==> src/rtl/register_file.sv <==
// register_file: 32 x 32-bit general-purpose register file for the pipelined CPU.
// Two combinational read ports (decode) and one synchronous write port (write-back).
// Register 0 always reads zero. A write in flight is bypassed to any read port
// addressing the same register, so decode sees write-back data in the same cycle.

module register_file #(
  parameter int DATA_WIDTH = 32,
  parameter int ADDR_WIDTH = 5
) (
  input  logic                  CLK,
  input  logic                  RST_N,
  input  logic [ADDR_WIDTH-1:0] read1,
  input  logic [ADDR_WIDTH-1:0] read2,
  input  logic [DATA_WIDTH-1:0] writeData,
  input  logic                  RegWrite,
  input  logic [ADDR_WIDTH-1:0] write,
  output logic [DATA_WIDTH-1:0] register1,
  output logic [DATA_WIDTH-1:0] register2
);

  localparam int                    NUM_REGS  = 2 ** ADDR_WIDTH;
  localparam logic [ADDR_WIDTH-1:0] ZERO_ADDR = '0;
  localparam logic [DATA_WIDTH-1:0] ZERO_DATA = '0;

  logic [DATA_WIDTH-1:0] mem_q [NUM_REGS];
  logic [DATA_WIDTH-1:0] mem_d [NUM_REGS];
  logic                  wr_en;

  // A write is real only when enabled and not aimed at the hardwired zero register.
  assign wr_en = RegWrite && (write != ZERO_ADDR);

  // Next-state of the storage array: hold everything, overlay the write-back value.
  always_comb begin
    // NOTE: default the whole array first; any path that skips an assignment would infer a latch.
    for (int i = 0; i < NUM_REGS; i++) begin
      mem_d[i] = mem_q[i];
    end
    if (wr_en) begin
      mem_d[write] = writeData;
    end
  end

  // Storage update; reset clears every register so nothing ever reads back as X.
  always_ff @(posedge CLK or negedge RST_N) begin
    if (!RST_N) begin
      // NOTE: this array is explicitly reset, so it maps to flops rather than a RAM macro.
      for (int i = 0; i < NUM_REGS; i++) begin
        mem_q[i] <= ZERO_DATA;
      end
    end else begin
      // NOTE: sequential state uses non-blocking assignments only.
      for (int i = 0; i < NUM_REGS; i++) begin
        mem_q[i] <= mem_d[i];
      end
    end
  end

  // Read port 1: zero register, then reset mask, then bypass, then stored value.
  always_comb begin
    register1 = ZERO_DATA;
    if (read1 == ZERO_ADDR || !RST_N) begin
      register1 = ZERO_DATA;
    end else if (wr_en && (write == read1)) begin
      register1 = writeData;
    end else begin
      register1 = mem_q[read1];
    end
  end

  // Read port 2: same priority as port 1, fully independent of it.
  always_comb begin
    register2 = ZERO_DATA;
    if (read2 == ZERO_ADDR || !RST_N) begin
      register2 = ZERO_DATA;
    end else if (wr_en && (write == read2)) begin
      register2 = writeData;
    end else begin
      register2 = mem_q[read2];
    end
  end

endmodule

==> config.mk <==
export PLATFORM = sky130hd
export DESIGN_NAME = register_file
export DESIGN_NICKNAME = d
export VERILOG_FILES = /design/src/rtl/register_file.sv
export SDC_FILE = /design/constraint.sdc
export NUM_CORES = 2
export LEC_CHECK = 0
export CAP_MARGIN = 30
export CORE_MARGIN = 1.5
export CORE_UTILIZATION = 45
export CTS_BUF_LIST = sky130_fd_sc_hd__clkbuf_16
export DETAILED_ROUTE_END_ITERATION = 6
export PLACE_DENSITY = 0.67
export SYNTH_ARGS = -nofsm -noshare
export SYNTH_HDL_FRONTEND = slang
export SYNTH_SLANG_ARGS = --single-unit
export TNS_END_PERCENT = 20
==> constraint.sdc <==
create_clock -name CLK -period 4.5 [get_ports CLK]
set_clock_uncertainty 0.1 [all_clocks]
set_input_delay 1.125 -clock CLK [delete_from_list [all_inputs] [get_ports CLK]]
set_output_delay 1.125 -clock CLK [all_outputs]
set_load 0.02 [all_outputs]
==> out/results.txt <==
Run status = complete, but fails checks
Failing checks = setup timing
Net Sw Power = 0.00765 W
CP arrival = 3.30 ns
Skew-Pair Late Insertion Delay = 0.70 ns
Post-layout worst setup margin = -0.0277 ns
Hold violation total from the final report = 0
RD Place Congestion = 0.851
# setup viols final = 2
Final Slew Violations = 0
Period utilisation layout = 1.01
Dpl ws = -0.669 ns
Post-synthesis sequential area ratio = 0.465
Die area = 125,000 um2
Clock share of power = 0.337
Max cap viols = 0
Vias in the first global route = 38,678
Clock sink count = 1,024
CP most frequent cell = buf_4
Top reg by flops = mem_q
Num CTS Buffers = 108
I/O pins = 114
CP delay by family, top = buffers and inverters
Main synth FF type = dfrtp_1
Commonest non-fill, non-tap cell in the layout = dfrtp_1
H-tree Lvls = 3
Area grow syn2layout = 19.4%
Crit start category = primary input
Pwr Density = 418 nW/um2
Syn_area_per_cell = 14.5 um2
Initial DRC Count = 3,960
Slew HR = 0.321
Post-synth EDFFs = 0
CP max stage delay = 0.47 ns
CP max FO = 6
Wirelength per Cell = 32.1 um
Critical path required time = 3.27 ns
Number of flip-flops in the largest register = 1,024
Worst slew pin tran = 1.02 ns
Total track usage = 0.297
Post-DRT Antenna Nets = 0
R2R cell count = 1
Syn nets = 3,840
Worst hold stages = 0
Reg2reg setup slack = 3.60 ns
Max Fclk = 0.221 GHz
# DRC = 0
Static Leakage = 29.2 nW
Via count = 37,784
Critical R2R Capture = mem_q[352]$_DFFE_PN0P_
Crit. Startpoint = read1[3]
Combinational power share = 0.217
CTS tree = built
Hold-fix buffers, CTS = 0
CP max-delay cell = clkdlybuf4s50_1
Internal = 0.0198 W
Hold WS = 0.292 ns
Synthesis Warnings = 0
DIE WIDTH = 353 um
Hold Path Class = reg -> reg
Hold wc startpoint = mem_q[1012]$_DFFE_PN0P_
Root buffer cell = clkbuf_16
Buf+Inv Stages, Crit Path = 7
Initial antenna violation count = 5
Sw Ratio = 0.278
Vias/cell = 6.55
CORE AREA = 122,000 um2
Max VDD drop = 363 uV
Overflow after GRT = 0
Share of layout cells above drive strength 1 = 0.531
First-pass GRT wire length = 273 mm
Tmin final = 4.53 ns
Seq pwr share = 0.446
Input/output buffers = 113
FFs w/ async S/R, synth = 1.00
Site Rows = 128
Cell count after synthesis = 3,790
Die Height = 353 um
Drt total wl = 185 mm
Critical R2R Launch = mem_q[352]$_DFFE_PN0P_
Unrepaired setup endpoints after global routing = yes
Regs by FF count = mem_q (1024)
First-pass detailed-route iteration total = 7
Cell Chain, Critical Path = clkdlybuf4s50_1 -> buf_4 -> a211oi_1 -> buf_4 -> o31ai_4 -> buf_6 -> buf_4 -> buf_4 -> a211oi_4 -> a211o_1 -> buf_4
Setup crit end kind = output port
Register bit count reported by yosys = 1,024
Starting Density = 0.453
Worst hold path endpoint = mem_q[1012]$_DFFE_PN0P_
Layout Nets = 4,107
Post-Syn Area = 55,100 um2
Yosys cell types = 48
Post-DP HPWL = 113 mm
Max Root-Sink Buffers = 3
Clock transition at path regs = 0.06 ns
Setup CP Type = in -> out
Commonest cells after routing, fill and taps aside = dfrtp_1, mux2_2, mux4_2
Largest net degree at the start of global routing = 173
==> synthesized netlist by cell type, types with 9 or more instances <==
cell         n  area share
a22oi_1     64      0.0087
mux2_2     992        0.20
nor2_1      21      0.0014
a221oi_1    45      0.0072
a32o_1      32      0.0058
a21oi_1     64      0.0058
mux2i_1    318       0.058
dfrtp_1   1024        0.47
a211o_1     32      0.0051
buf_1       53      0.0036
buf_2      109      0.0099
clkbuf_1   247       0.017
nor2b_1     34      0.0039
buf_4       21      0.0029
buf_6        9      0.0018
o21bai_1    32      0.0044
o22ai_1     31      0.0035
o221ai_1    32      0.0051
a221oi_2    19      0.0052
mux4_2     385        0.16
o21ai_0     29      0.0026
nand2_1     51      0.0035
a211oi_1    96       0.013
==> power by group through the flow <==
stage          Sequential, W  Clock, W  Combinational (W)
2_1_floorplan         0.0119         0            0.00414
3_3_place_gp          0.0123         0            0.00571
3_5_place_dp          0.0124         0            0.00582
4_1_cts               0.0122   0.00938            0.00591
5_1_grt               0.0125   0.00973            0.00634
6_report              0.0123   0.00927            0.00597
==> through the flow <==
stage / total power (W) / TNS, ns / utilization / std cells / instance area, um2
after CTS: 0.0275 / -0.0970 / 0.539 / 5751 / 65500
after global placement: 0.0180 / -37.00 / 0.504 / 5530 / 61300
after floorplan: 0.0161 / 0 / - / 3790 / 55100
after detailed placement: 0.0182 / -26.98 / 0.504 / 5532 / 61300
final: 0.0275 / -0.0419 / 0.541 / 5771 / 65800
after global routing: 0.0285 / -0.441 / 0.541 / 5770 / 65800
==> logic make-up (layout without fill, tap and decap cells) <==
group                  count (synthesis)  count (layout)  share of synthesized area
multiplexers                        1695            1695                      0.418
flip-flops                          1024            1024                      0.465
AO/OA/AOI/OAI                        483             483                     0.0674
buffers and inverters                445             800                     0.0359
AND/OR/NAND/NOR                      133             133                     0.0122
XOR/XNOR                              10              10                    0.00159
other                                  0               1                          0
==> final cells by class <==
| type | instances | area, um2 |
|---|---|---|
| clock buffers | 110 | 2750 |
| well taps | 1625 | 2030 |
| repair buffers | 598 | 6460 |
| inverters | 4 | 15.0 |
| flip-flops and latches | 1024 | 25600 |
| fillers | 9804 | 55800 |
| diodes | 1 | 2.50 |
| multi-input cells | 2321 | 28000 |
| clock inverters | 88 | 850 |
==> worst max path at each step <==
stage / depth (start not counted) / slack [ns] / endpoint
3_5_place_dp: 10 / -0.67 / register2[14]
6_report: 11 / -0.03 / register1[30]
4_1_cts: 8 / -0.03 / register1[3]
2_1_floorplan: 7 / 0.47 / register1[1]
3_3_place_gp: 10 / -0.69 / register2[14]
5_1_grt: 10 / -0.07 / register1[11]
==> per-layer routing <==
metal  vias to the layer above  GRT usage  part of all wire
met4                         2      0.115             0.040
met2                      1779      0.442              0.45
met1                     20302      0.426              0.42
met5                         -          0          0.000070
li1                      15317          -                 -
met3                       384     0.0669             0.093
==> timing repair <==
item	CTS	global route
endpoints found under the setup margin	64	63
gates cloned	4	1
setup buffers	17	18
resized for setup	177	51
pin swaps	11	9
No activity file was read; power rests on OpenSTA's default activity.
